**src/rtl/m68k_bus_responder_if.sv**
```systemverilog
// m68k_bus_responder_if
// Bundles the 68000 local-bus signals seen by the bus-cycle responder.
//   AS_L, UDS_L, LDS_L          : CPU address / data strobes (active low)
//   *Select_H                   : address-decoder region selects (active high)
//   DramDtack_L, CanBusDtack_L  : acknowledges from the DRAM and CAN controllers
//   DTACK_L, BERR_L             : acknowledge / bus error returned to the CPU
//   CycleActive_H               : responder is busy with a bus cycle
// Modports:
//   master : the CPU/decoder side that drives strobes and selects
//   slave  : the responder that returns DTACK_L / BERR_L
interface m68k_bus_responder_if;
    logic AS_L;
    logic UDS_L;
    logic LDS_L;
    logic OnChipRomSelect_H;
    logic OnChipRamSelect_H;
    logic IOSelect_H;
    logic DramSelect_H;
    logic CanBusSelect_H;
    logic DramDtack_L;
    logic CanBusDtack_L;
    logic DTACK_L;
    logic BERR_L;
    logic CycleActive_H;

    modport master (
        output AS_L, UDS_L, LDS_L,
        output OnChipRomSelect_H, OnChipRamSelect_H, IOSelect_H,
        output DramSelect_H, CanBusSelect_H,
        output DramDtack_L, CanBusDtack_L,
        input  DTACK_L, BERR_L, CycleActive_H
    );

    modport slave (
        input  AS_L, UDS_L, LDS_L,
        input  OnChipRomSelect_H, OnChipRamSelect_H, IOSelect_H,
        input  DramSelect_H, CanBusSelect_H,
        input  DramDtack_L, CanBusDtack_L,
        output DTACK_L, BERR_L, CycleActive_H
    );
endinterface

```
**src/rtl/m68k_bus_responder.sv**
```systemverilog
// m68k_bus_responder
// Answers each 68000 bus cycle with DTACK_L after a per-region wait count
// (ROM/RAM/IO), or by forwarding the DRAM / CAN controller acknowledge.
// A cycle that gets no acknowledge within TIMEOUT_CYCLES clocks is
// terminated with BERR_L, which also covers unmapped addresses.
// Ports:
//   Clock   : system clock, rising edge
//   Reset_H : synchronous active-high reset
//   bus     : slave side of m68k_bus_responder_if (strobes, selects,
//             external acknowledges in; DTACK_L, BERR_L, CycleActive_H out)
// All outputs come straight from flops.
module m68k_bus_responder #(
    parameter int ROM_WAIT       = 1,
    parameter int RAM_WAIT       = 1,
    parameter int IO_WAIT        = 3,
    parameter int TIMEOUT_CYCLES = 1024
) (
    input  logic                   Clock,
    input  logic                   Reset_H,
    m68k_bus_responder_if.slave    bus
);

    localparam logic [7:0]  ROM_W   = 8'(ROM_WAIT);
    localparam logic [7:0]  RAM_W   = 8'(RAM_WAIT);
    localparam logic [7:0]  IO_W    = 8'(IO_WAIT);
    localparam logic [15:0] TO_LAST = 16'(TIMEOUT_CYCLES - 1);

    typedef enum logic [2:0] {
        ST_RECOVER = 3'd0,
        ST_IDLE    = 3'd1,
        ST_WAIT    = 3'd2,
        ST_ACK     = 3'd3,
        ST_BERR    = 3'd4
    } state_t;

    typedef enum logic [2:0] {
        RG_NONE = 3'd0,
        RG_ROM  = 3'd1,
        RG_RAM  = 3'd2,
        RG_IO   = 3'd3,
        RG_DRAM = 3'd4,
        RG_CAN  = 3'd5
    } region_t;

    state_t      state_r;
    region_t     region_r;
    logic [7:0]  wait_cnt_r;
    logic [15:0] to_cnt_r;
    logic        dtack_l_r;
    logic        berr_l_r;
    logic        active_r;

    logic        cycle_start_s;
    region_t     sel_region_s;
    logic [7:0]  sel_wait_s;
    logic        ack_cond_s;
    logic        timeout_s;

    assign cycle_start_s = !bus.AS_L && (!bus.UDS_L || !bus.LDS_L);
    assign timeout_s     = (to_cnt_r == TO_LAST);

    // Priority encode the decoder selects: ROM > RAM > IO > DRAM > CAN.
    always_comb begin
        sel_region_s = RG_NONE;
        if (bus.OnChipRomSelect_H) begin
            sel_region_s = RG_ROM;
        end else if (bus.OnChipRamSelect_H) begin
            sel_region_s = RG_RAM;
        end else if (bus.IOSelect_H) begin
            sel_region_s = RG_IO;
        end else if (bus.DramSelect_H) begin
            sel_region_s = RG_DRAM;
        end else if (bus.CanBusSelect_H) begin
            sel_region_s = RG_CAN;
        end else begin
            sel_region_s = RG_NONE;
        end
    end

    // Wait count loaded at cycle start; externally acknowledged regions load 0.
    always_comb begin
        sel_wait_s = 8'd0;
        case (sel_region_s)
            RG_ROM:  sel_wait_s = ROM_W;
            RG_RAM:  sel_wait_s = RAM_W;
            RG_IO:   sel_wait_s = IO_W;
            default: sel_wait_s = 8'd0;
        endcase
    end

    // Acknowledge condition for the region latched at cycle start.
    always_comb begin
        ack_cond_s = 1'b0;
        case (region_r)
            RG_ROM, RG_RAM, RG_IO: ack_cond_s = (wait_cnt_r == 8'd0);
            RG_DRAM:               ack_cond_s = !bus.DramDtack_L;
            RG_CAN:                ack_cond_s = !bus.CanBusDtack_L;
            default:               ack_cond_s = 1'b0;
        endcase
    end

    // Bus-cycle state machine with registered DTACK_L / BERR_L / CycleActive_H.
    // In WAIT the order of tests gives abort over acknowledge over timeout.
    always_ff @(posedge Clock) begin
        if (Reset_H) begin
            state_r    <= ST_RECOVER;
            region_r   <= RG_NONE;
            wait_cnt_r <= 8'd0;
            to_cnt_r   <= 16'd0;
            dtack_l_r  <= 1'b1;
            berr_l_r   <= 1'b1;
            active_r   <= 1'b0;
        end else begin
            case (state_r)
                ST_RECOVER: begin
                    // A strobe left low across reset must not start a cycle.
                    if (bus.AS_L) begin
                        state_r <= ST_IDLE;
                    end
                end
                ST_IDLE: begin
                    if (cycle_start_s) begin
                        state_r    <= ST_WAIT;
                        region_r   <= sel_region_s;
                        wait_cnt_r <= sel_wait_s;
                        to_cnt_r   <= 16'd0;
                        active_r   <= 1'b1;
                    end
                end
                ST_WAIT: begin
                    if (bus.AS_L) begin
                        state_r  <= ST_IDLE;
                        active_r <= 1'b0;
                    end else if (ack_cond_s) begin
                        state_r   <= ST_ACK;
                        dtack_l_r <= 1'b0;
                    end else if (timeout_s) begin
                        state_r  <= ST_BERR;
                        berr_l_r <= 1'b0;
                    end else begin
                        to_cnt_r <= to_cnt_r + 16'd1;
                        if (wait_cnt_r != 8'd0) begin
                            wait_cnt_r <= wait_cnt_r - 8'd1;
                        end
                    end
                end
                ST_ACK: begin
                    if (bus.AS_L) begin
                        state_r   <= ST_IDLE;
                        dtack_l_r <= 1'b1;
                        active_r  <= 1'b0;
                    end
                end
                ST_BERR: begin
                    if (bus.AS_L) begin
                        state_r  <= ST_IDLE;
                        berr_l_r <= 1'b1;
                        active_r <= 1'b0;
                    end
                end
                default: begin
                    state_r   <= ST_RECOVER;
                    dtack_l_r <= 1'b1;
                    berr_l_r  <= 1'b1;
                    active_r  <= 1'b0;
                end
            endcase
        end
    end

    assign bus.DTACK_L       = dtack_l_r;
    assign bus.BERR_L        = berr_l_r;
    assign bus.CycleActive_H = active_r;

endmodule

```
**src/flat_wrapper.sv**
```systemverilog
// flat-port wrapper written by rule: the top's interface ports become plain ports
module m68k_bus_responder_flat 
#(
    parameter int ROM_WAIT       = 1,
    parameter int RAM_WAIT       = 1,
    parameter int IO_WAIT        = 3,
    parameter int TIMEOUT_CYCLES = 1024
)
  (Clock, Reset_H, bus_AS_L, bus_UDS_L, bus_LDS_L, bus_OnChipRomSelect_H, bus_OnChipRamSelect_H, bus_IOSelect_H, bus_DramSelect_H, bus_CanBusSelect_H, bus_DramDtack_L, bus_CanBusDtack_L, bus_DTACK_L, bus_BERR_L, bus_CycleActive_H);
  m68k_bus_responder_if bus_i ();
  input  logic Clock;
  input  logic Reset_H;
  input wire logic [$bits(bus_i.AS_L)-1:0] bus_AS_L;
  input wire logic [$bits(bus_i.UDS_L)-1:0] bus_UDS_L;
  input wire logic [$bits(bus_i.LDS_L)-1:0] bus_LDS_L;
  input wire logic [$bits(bus_i.OnChipRomSelect_H)-1:0] bus_OnChipRomSelect_H;
  input wire logic [$bits(bus_i.OnChipRamSelect_H)-1:0] bus_OnChipRamSelect_H;
  input wire logic [$bits(bus_i.IOSelect_H)-1:0] bus_IOSelect_H;
  input wire logic [$bits(bus_i.DramSelect_H)-1:0] bus_DramSelect_H;
  input wire logic [$bits(bus_i.CanBusSelect_H)-1:0] bus_CanBusSelect_H;
  input wire logic [$bits(bus_i.DramDtack_L)-1:0] bus_DramDtack_L;
  input wire logic [$bits(bus_i.CanBusDtack_L)-1:0] bus_CanBusDtack_L;
  output wire logic [$bits(bus_i.DTACK_L)-1:0] bus_DTACK_L;
  output wire logic [$bits(bus_i.BERR_L)-1:0] bus_BERR_L;
  output wire logic [$bits(bus_i.CycleActive_H)-1:0] bus_CycleActive_H;
  assign bus_i.AS_L = bus_AS_L;
  assign bus_i.UDS_L = bus_UDS_L;
  assign bus_i.LDS_L = bus_LDS_L;
  assign bus_i.OnChipRomSelect_H = bus_OnChipRomSelect_H;
  assign bus_i.OnChipRamSelect_H = bus_OnChipRamSelect_H;
  assign bus_i.IOSelect_H = bus_IOSelect_H;
  assign bus_i.DramSelect_H = bus_DramSelect_H;
  assign bus_i.CanBusSelect_H = bus_CanBusSelect_H;
  assign bus_i.DramDtack_L = bus_DramDtack_L;
  assign bus_i.CanBusDtack_L = bus_CanBusDtack_L;
  assign bus_DTACK_L = bus_i.DTACK_L;
  assign bus_BERR_L = bus_i.BERR_L;
  assign bus_CycleActive_H = bus_i.CycleActive_H;
  m68k_bus_responder #(.ROM_WAIT(ROM_WAIT), .RAM_WAIT(RAM_WAIT), .IO_WAIT(IO_WAIT), .TIMEOUT_CYCLES(TIMEOUT_CYCLES)) u_core (.Clock(Clock), .Reset_H(Reset_H), .bus(bus_i));
endmodule
```
**config.mk**
```make
export PLATFORM = sky130hd
export DESIGN_NAME = m68k_bus_responder_flat
export DESIGN_NICKNAME = d
export VERILOG_FILES = /design/src/rtl/m68k_bus_responder_if.sv /design/src/rtl/m68k_bus_responder.sv /design/src/flat_wrapper.sv
export SDC_FILE = /design/constraint.sdc
export NUM_CORES = 1
export LEC_CHECK = 0
export CELL_PAD_IN_SITES_DETAIL_PLACEMENT = 1
export CELL_PAD_IN_SITES_GLOBAL_PLACEMENT = 1
export CORE_MARGIN = 4
export CORE_UTILIZATION = 47
export CTS_CLUSTER_DIAMETER = 200
export DETAILED_ROUTE_END_ITERATION = 16
export HOLD_SLACK_MARGIN = 0.03
export PLACE_DENSITY = 0.9
export SKIP_LAST_GASP = 1
export SYNTH_ARGS = -nofsm -noshare
export SYNTH_HDL_FRONTEND = slang
export SYNTH_SLANG_ARGS = --single-unit
```
**constraint.sdc**
```tcl
create_clock -name Clock -period 3.1 [get_ports Clock]
set_input_delay 0.62 -clock Clock [delete_from_list [all_inputs] [get_ports Clock]]
set_output_delay 0.62 -clock Clock [all_outputs]
set_load 0.1 [all_outputs]
```
# Word-level counts from Yosys, hierarchy flattened
# Index checks and enable logic that the tools add are counted.
# Widths: inputs -> output; s select.
# word_totals
register_bits	33
latch_bits	0
ramBits	0
mem_bits_ro	0
input_bits	12
elab_cells	96
memories	0
# classes
add_sub_neg	2
multipliers	0
n_div	0
magnitude_cmp	0
n_eq_ne	25
n_shift	0
n_mux	35
bitwise_logic	3
reduce_logical	24
# op_table
operator	n
$mux 16	4
$mux 8	5
$pmux 16 s2	1
$mux 3	10
$eq 3x2->1 const B	6
$add 16x1->16 const B	1
$eq 16x10->1 const B	1
$pmux 8 s2	1
$reduce_or 3->1	5
$ne 2x1->1 const B	6
$pmux 1 s3	4
$ne 2x2->1 const B	5
$reduce_and 5->1	2
$eq 3x1->1 const B	3
$eq 3x3->1 const B	3
$pmux 3 s3	1
$logic_not 8->1	1
$mux 1	8
$reduce_bool 8->1	1
$sub 8x1->8 const B	1
$reduce_and 3->1	2
$reduce_and 6->1	1
$logic_not 1->1	5
$ne 4x2->1 const B	1
other kinds (9)	11

# Logic depth before layout (Yosys ltp)
# Gate-level depths: netlist of run 1.
# depth
ltp_word	10
ltp_mapped	9
depth_no_buf	8

# Worst setup path after synthesis of run 1
# Ideal clock, no wire load.
# synth_timing
kind	input -> register
from	in bus_AS_L
to	reg u_core.to_cnt_r[11]
setup_time_ns	0.116
arrival_ns	1.871
required_ns	2.984
setup_slack_ns	1.113
path_stages	8
path_buffers	2
cell_sequence	buf_6 -> a21o_4 -> nor3_4 -> a21oi_2 -> buf_6 -> nor4_2 -> xnor2_1 -> nor2_2
# synth_via
elab_chain_len	4
word_cells_on_any_way	5
cone_classes	eq/ne: 2; reduce/logical: 3
# synth_rtl
element	line	rtl
from (decl)	flat_wrapper.sv:13	input wire logic [$bits(bus_i.AS_L)-1:0] bus_AS_L;
$logic_not 1->1	m68k_bus_responder.sv:59	assign cycle_start_s = !bus.AS_L && (!bus.UDS_L || !bus.LDS_L);
$logic_and 1x1->1	m68k_bus_responder.sv:59	
$ne 2x1->1 (no line)	--	
$reduce_and 5->1 (no line) *	--	
to (signal assigned)	m68k_bus_responder.sv:141	to_cnt_r <= to_cnt_r + 16'd1;
to (decl)	m68k_bus_responder.sv:48	logic [15:0] to_cnt_r;
# Mark *: on every way between the ends. The rest lies on a longest branch, timed or not.
# A chain may end at the register's enable or synchronous reset.

# Final worst setup path of run 1
# layout_timing
from	reg u_core.to_cnt_r[0]
to	reg u_core.to_cnt_r[9]
# layout_via
elab_chain_len	5
word_cells_on_any_way	8
cone_classes	add/sub: 1; eq/ne: 2; mux: 4; reduce/logical: 1
# layout_rtl
element	line	rtl
$add 16x1->16	m68k_bus_responder.sv:141	
$mux 16	m68k_bus_responder.sv:137	end else if (timeout_s) begin
$mux 16	m68k_bus_responder.sv:134	end else if (ack_cond_s) begin
$mux 16	m68k_bus_responder.sv:131	if (bus.AS_L) begin
$pmux 16 s2	m68k_bus_responder.sv:114	case (state_r)
# Several ways; a longest one is shown, not always the timed one. The select of a mux whose other input is x is not followed.

==> impl_metrics.py, run 1 <==
metrics = {
    "worst_setup_path": {
        "cp-end-kind": "register",
        "start_kind": "register",
        "r2r_setup_slack_ps": 380,
        "worstSetupPathType": "register to register",
        "r2r_end": "u_core.to_cnt_r[9]",
        "worst-endpoint-arrival_ps": 2960,
        "crit_required_ps": 3330,
        "cp_max_fo": 22,
        "reg2reg_from": "u_core.to_cnt_r[0]",
        "reg2reg_depth": 7,
    },
    "pwr": {
        "ir_drop_v": 0.0003458,
        "power_density_mw_per_mm2": 556.9,
        "p_leak_uw": 0.0006963,
    },
    "floorplanning": {
        "die_w_um": 71.07,
        "dieArea_sq_mm": 0.005050,
        "io_pins": 15,
        "die_h_um": 71.07,
        "design.core.area_sq_mm": 0.003744,
        "row_count": 22,
        "initial_core_util": 0.4993,
    },
    "global_route": {
        "antenna_found_initial": 0,
        "grt_pass1_wl_mm": 7.258,
        "grt_max_degree": 23,
        "grt.overflow.total": 0,
        "grt_pass1_vias": 1531,
        "grtUsageTotal": 0.1764,
    },
    "cts": {
        "root_buffer": "clkbuf_8",
        "clk_pin_slew_worst_paths_ps": 70,
        "clockBufferDepth": 2,
        "cts_tree": "yes",
        "htreeDepth": 2,
        "clock_latency_ps": 280,
        "cts_buffers": 5,
        "hold_buffers": 0,
        "cts.repair.resized": 0,
        "clock_sinks": 33,
        "post-cts-setup-buffer-count": 0,
    },
    "synth": {
        "synthFlopType": "dfxtp_1",
        "synth_compound_area_frac": 0.1325,
        "netlist.area_leader.share": 0.3534,
        "synth_area_leader_cell": "dfxtp_1",
        "ys_seq_area_frac": 0.3534,
        "synth-adder-area-share": 0.01339,
        "synth-simple-area-share": 0.3347,
        "yosys_warnings": 0,
        "syn-cell-area_sq_mm": 0.001869,
        "synth_xor_area_frac": 0.09839,
        "synth.distinct_cells": 44,
        "synthTopCellsByArea": "dfxtp_1 (35%), xnor2_1 (9.8%), nor2_1 (7.2%)",
        "synth_fp_nets": 233,
        "synth_edf_count": 0,
        "synthMuxAreaShare": 0.01606,
        "syn_avg_cell_area_sq_um": 8.536,
        "ys_ff_latch": 33,
        "netlist_instances": 219,
        "ys_async_sr_fraction": 0,
        "synth_top_family_by_area": "simple AND/OR/NAND/NOR gates",
    },
    "worst_hold_path": {
        "min_from": "u_core.bus.DTACK_L",
        "min_to": "u_core.bus.DTACK_L",
        "worstHoldPathType": "register to register",
        "worstHoldPathCells": 1,
    },
    "cells_and_area": {
        "drive_above_1_share": 0.1459,
        "fill_cells": 468,
        "num-nets-final": 246,
        "antenna_cells": 0,
        "area_delta_synth_final_pct": 13.19,
    },
    "sta": {
        "clock_skew_ps": 8.591,
        "tns_ps": 0,
        "timing.final.crit_period_ps": 2722,
        "fin_hold_ws_ps": 503.3,
        "relSlewSlack": 0.2337,
        "finalCritPeriodShare": 0.8780,
        "worst_pin_slew_ps": 1149,
        "slew_violations": 0,
        "setup_violations": 0,
        "max_freq_ghz": 0.3674,
        "hold_viol": 0,
        "rsz0062_at_grt": "false",
    },
    "route": {
        "drcViolationCount": 0,
        "via_per_inst": 5.434,
        "dr.pass1.iters": 4,
        "ant_nets": 0,
        "routed_wl_mm": 3.999,
        "vias": 1527,
        "drt_iter0_drc": 92,
        "wire_per_inst_um": 14.23,
    },
    "place": {
        "io_buffers": 14,
        "place_congestion": 0.7750,
        "dpl.hpwl_mm": 3.043,
    },
    "status": {
        "status": "finished, final reports clean",
    },
    "job": {
        "max_cap_violations": 0,
    },
}
## synth_stat cells, types with 4 or more instances
master / count
nand2_1: 17
buf_2: 5
dfxtp_1: 33
nor4_2: 4
nand3_1: 5
nand2b_1: 4
a21oi_1: 8
xnor2_1: 21
nor3_1: 13
inv_1: 7
o21ai_0: 6
a211oi_1: 4
nor3b_1: 5
nand4_1: 4
nor2_1: 36
## per-stage QoR
step | cell area (sq um) | instances | power, uW | setup WS [ps] | utilization
after floorplan | 1869 | 219 | 764.4 | 1113 | -
final | 2116 | 281 | 1178 | 378.3 | 0.5652
after global placement | 2014 | 273 | 816.8 | 367.8 | 0.5381
after CTS | 2116 | 281 | 1187 | 393.4 | 0.5652
after global routing | 2116 | 281 | 1248 | 147.8 | 0.5652
after detailed placement | 2014 | 273 | 829.9 | 265.7 | 0.5381
## per-layer routing
metal	GRT usage	vias up	routed length, um
met1	0.2312	720	1893
met5	0	-	0
met2	0.2904	21	1912
met3	0.03977	6	136
met4	0.05010	0	55
li1	-	780	-
## logic make-up (layout without fill, tap and decap cells)
group,after synthesis,after routing
buf+inv,18,32
simple gates,109,109
xor+xnor,21,21
flops,33,33
fa+ha+maj,2,2
compound gates,33,33
mux,3,3
## report_power, final
part	total [uW]	internal (uW)	leakage (uW)	switching, uW
clock	359	201	0.0000542	158
combinational	320	132	0.000375	189
sequential	499	456	0.000267	43.8
## worst max-delay path: stages (launching register included)
cell	delay, ps
dfxtp_1	400
ha_1	210
and4_1	330
nand4_1	210
a21oi_2	910
nor3_2	170
a211oi_1	310
a31o_1	130
## layout by cell type (no fill, tap or decap), types with 2 or more instances in the layout
| cell | count |
|---|---|
| nor2_1 | 36 |
| dfxtp_1 | 33 |
| xnor2_1 | 21 |
| nand2_1 | 17 |
| nor3_1 | 13 |
| clkdlybuf4s50_1 | 11 |
| a21oi_1 | 8 |
| inv_1 | 7 |
| clkbuf_8 | 7 |
| o21ai_0 | 6 |
| buf_4 | 6 |
| nor3b_1 | 5 |
| nand3_1 | 5 |
| nand2b_1 | 4 |
| nand4_1 | 4 |
| nor4_2 | 4 |
| a211oi_1 | 4 |
| or3_1 | 3 |
| and4_1 | 3 |
| a21oi_2 | 3 |
| mux2i_1 | 3 |
| and2_1 | 3 |
| nor2_2 | 3 |
| nor4_4 | 2 |
| a221o_1 | 2 |
| ha_1 | 2 |
## area by class of cell
cell class / instances / area (sq um) / area share
clock buffer: 7 / 96.34 / 0.04554
timing repair buffer: 17 / 155.1 / 0.07333
tap: 48 / 60.06 / 0.02839
inverter: 7 / 26.28 / 0.01242
sequential: 33 / 660.6 / 0.3122
clock inverter: 1 / 5.005 / 0.002365
multi-input combinational: 168 / 1112 / 0.5257
## worst max path at each step
stage,from,to,slack [ps],depth (start not counted)
after floorplan,bus_AS_L,u_core.to_cnt_r[11],1110,8
after global placement,bus_AS_L,u_core.to_cnt_r[9],370,7
after detailed placement,bus_UDS_L,u_core.to_cnt_r[9],270,7
after CTS,u_core.to_cnt_r[0],u_core.to_cnt_r[9],390,7
after global routing,u_core.to_cnt_r[0],u_core.to_cnt_r[9],150,7
final,u_core.to_cnt_r[0],u_core.to_cnt_r[9],380,7
## registers in the layout (all words and copies together), names as in the netlist
signal	count
u_core.to_cnt_r	16
u_core.wait_cnt_r	8
u_core.region_r	3
u_core.state_r	3
u_core.bus.BERR_L	1
u_core.bus.CycleActive_H	1
u_core.bus.DTACK_L	1
Power figures use the tool's default switching activity.
==> run 2, diff against run 1 <==
- SETUP_SLACK_MARGIN: not set -> 0.02
==> results of run 2 <==
Same layout as run 1: the final DEF is identical, and so are final timing and power.
==> run 3, diff against run 2 <==
- ABC_AREA: not set -> 1
- CELL_PAD_IN_SITES_GLOBAL_PLACEMENT: 1 -> 2
- CORE_UTILIZATION: 47 -> 35
- PLACE_DENSITY: 0.9 -> 0.91
==> run 3 against run 2 <==
Against the previous run: area after synthesis increased by 21%; clock skew down 1.8 ps; worst hold slack got worse by 25 ps; register-to-register slack better by 640 ps; maximum frequency rose by 31%; first-iteration DRC count down 35%; power rose by 58%; die area up 54%; critical path type unchanged; sequential share of layout area is 5.4 points lower.
==> impl_metrics.py, run 3 <==
metrics = {
    "status": {
        "status": "finished, final reports clean",
    },
    "floorplanning": {
        "die_h_um": 88.33,
        "die_w_um": 88.33,
        "initial_core_util": 0.3577,
        "design.core.area_sq_mm": 0.006314,
        "io_pins": 15,
        "dieArea_sq_mm": 0.007802,
        "row_count": 29,
    },
    "cts": {
        "post-cts-setup-buffer-count": 0,
        "clock_sinks": 33,
        "htreeDepth": 2,
        "clockBufferDepth": 2,
        "cts_tree": "yes",
        "root_buffer": "clkbuf_8",
        "clock_latency_ps": 290,
        "cts.repair.resized": 0,
        "cts_buffers": 5,
        "hold_buffers": 0,
        "clk_pin_slew_worst_paths_ps": 70,
    },
    "synth": {
        "ys_async_sr_fraction": 0,
        "synth_common_cells": "nand2_1 (92), nor2_1 (55), inv_1 (36), dfxtp_1 (33), a21oi_1 (25)",
        "synth_edf_count": 0,
        "synthFlopType": "dfxtp_1",
        "yosys_warnings": 0,
        "synthTopCellsByArea": "dfxtp_1 (29%), nand2_1 (15%), nor2_1 (9.1%)",
        "ys_ff_latch": 33,
        "netlist.area_leader.share": 0.2925,
        "yosys.cell_count.top_type": "nand2_1",
        "syn-cell-area_sq_mm": 0.002258,
        "syn_avg_cell_area_sq_um": 6.380,
        "synth.distinct_cells": 31,
        "synth_area_leader_cell": "dfxtp_1",
        "synth_fp_nets": 368,
        "ys_seq_area_frac": 0.2925,
        "netlist_instances": 354,
    },
    "worst_setup_path": {
        "cp-end-kind": "register",
        "reg2reg_from": "u_core.wait_cnt_r[0]",
        "cp_max_fo": 17,
        "path_cells": "inv_1 -> ha_1 -> inv_1 -> nor2_1 -> nand3_1 -> nand2_1 -> nand2_2 -> nand3_4 -> nand2_1 -> a21oi_2",
        "reg2reg_depth": 10,
        "worstSetupPathType": "register to register",
        "r2r_setup_slack_ps": 1020,
        "worst-endpoint-arrival_ps": 2300,
        "critPathMaxStageDelay_ps": 310,
        "r2r_end": "u_core.to_cnt_r[7]",
        "crit_required_ps": 3320,
        "start_kind": "register",
        "slowest_stage": "dfxtp_1",
    },
    "worst_hold_path": {
        "worstHoldPathCells": 2,
        "min_from": "u_core.region_r[1]",
        "worstHoldPathType": "register to register",
        "min_to": "u_core.region_r[1]",
    },
    "route": {
        "vias": 2213,
        "dr.pass1.iters": 4,
        "ant_nets": 0,
        "via_per_inst": 4.973,
        "drcViolationCount": 0,
        "wire_per_inst_um": 13.92,
        "routed_wl_mm": 6.193,
        "drt_iter0_drc": 60,
    },
    "sta": {
        "slew_violations": 0,
        "hold_viol": 0,
        "setup_violations": 0,
        "clock_skew_ps": 6.768,
        "rsz0062_at_grt": "false",
        "timing.final.crit_period_ps": 2083,
        "finalCritPeriodShare": 0.6718,
        "fin_hold_ws_ps": 478.0,
        "worst_pin_slew_ps": 524.7,
        "tns_ps": 0,
        "relSlewSlack": 0.6497,
        "max_freq_ghz": 0.4801,
    },
    "pwr": {
        "p_leak_uw": 0.001020,
        "power_density_mw_per_mm2": 724.8,
        "power_uw": 1856,
        "ir_drop_v": 0.0003645,
    },
    "cells_and_area": {
        "finish.utilization": 0.4057,
        "num-nets-final": 381,
        "top_register": "u_core.to_cnt_r",
        "final_cell_mix": "nand2_1 (92), nor2_1 (55), inv_1 (36), dfxtp_1 (33), a21oi_1 (25)",
        "area_delta_synth_final_pct": 13.41,
        "layout_commonest_cell": "nand2_1",
        "antenna_cells": 0,
        "drive_above_1_share": 0.1168,
        "largestRegisters": "u_core.to_cnt_r x16, u_core.wait_cnt_r x8",
        "largest_reg_flops": 16,
    },
    "place": {
        "dpl.hpwl_mm": 4.573,
        "place_congestion": 0.8001,
        "io_buffers": 14,
    },
    "job": {
        "max_cap_violations": 0,
    },
    "global_route": {
        "antenna_found_initial": 0,
        "grt_pass1_vias": 2256,
        "grt_max_degree": 28,
        "grtUsageTotal": 0.1720,
        "grt.overflow.total": 0,
        "grt_pass1_wl_mm": 10.62,
    },
}
## run 3: cell count changes in the layout (fill, tap and decap cells not counted), moves of 17 or more
cell | before | now
a21oi_1 | 8 | 25
inv_1 | 7 | 36
nand2_1 | 17 | 92
nand3_1 | 5 | 23
nor2_1 | 36 | 55
xnor2_1 | 21 | 3
## run 3: worst max-delay path by stage
stage | startpoint | endpoint | slack, ps
4_1_cts | u_core.wait_cnt_r[0] | u_core.to_cnt_r[4] | 990
3_3_place_gp | bus_CanBusDtack_L | u_core.to_cnt_r[14] | 790
2_1_floorplan | u_core.wait_cnt_r[0] | u_core.to_cnt_r[0] | 1480
3_5_place_dp | bus_CanBusDtack_L | u_core.to_cnt_r[12] | 740
6_report | u_core.wait_cnt_r[0] | u_core.to_cnt_r[7] | 1020
5_1_grt | u_core.wait_cnt_r[0] | u_core.to_cnt_r[1] | 740
## run 3: final cells by class
class,count,area [sq um]
fill,872,3752
multi-input combinational,272,1395
sequential,33,660.6
inverter,40,152.6
timing repair buffer,15,140.1
tap,77,96.34
clock buffer,7,86.33
clock inverter,1,30.03
## run 3: power by group
part / switching (uW) / internal (uW)
logic: 621 / 261
registers: 59.2 / 482
clock network: 170 / 262
total: 850 / 1010
## run 3: cells by family (layout without fill, tap and decap cells)
logic type / Yosys count / after routing / share of synthesized area
flops: 33 / 33 / 0.2925
fa+ha+maj: 2 / 2 / 0.01108
compound gates: 48 / 48 / 0.1219
xor+xnor: 11 / 11 / 0.04266
simple gates: 211 / 211 / 0.4421
buf+inv: 49 / 63 / 0.08975
## run 3: metrics by stage
stage	instances	cell area [sq um]	worst slack, ps
global placement	437	2445	789.9
global route	445	2561	736.9
detailed placement	437	2445	739.5
floorplan	354	2258	1484
finish	445	2561	1017
CTS	445	2561	994.5
## run 3: metal layers
metal,global-route usage,vias to the layer above,wire length (um)
li1,-,1166,-
met1,0.2385,1030,3218
met2,0.2835,12,2852
met3,0.02514,5,75
met4,0.03709,0,47
met5,0,-,0
## run 3: critical path: cells and delay by family, from the launching register on
family / cells / cell delay, ps
DFF: 1 / 310
AOI/OAI and AO/OA: 1 / 130
adders and majority gates: 1 / 290
buffers and inverters: 2 / 190
and+or+nand+nor: 6 / 1070
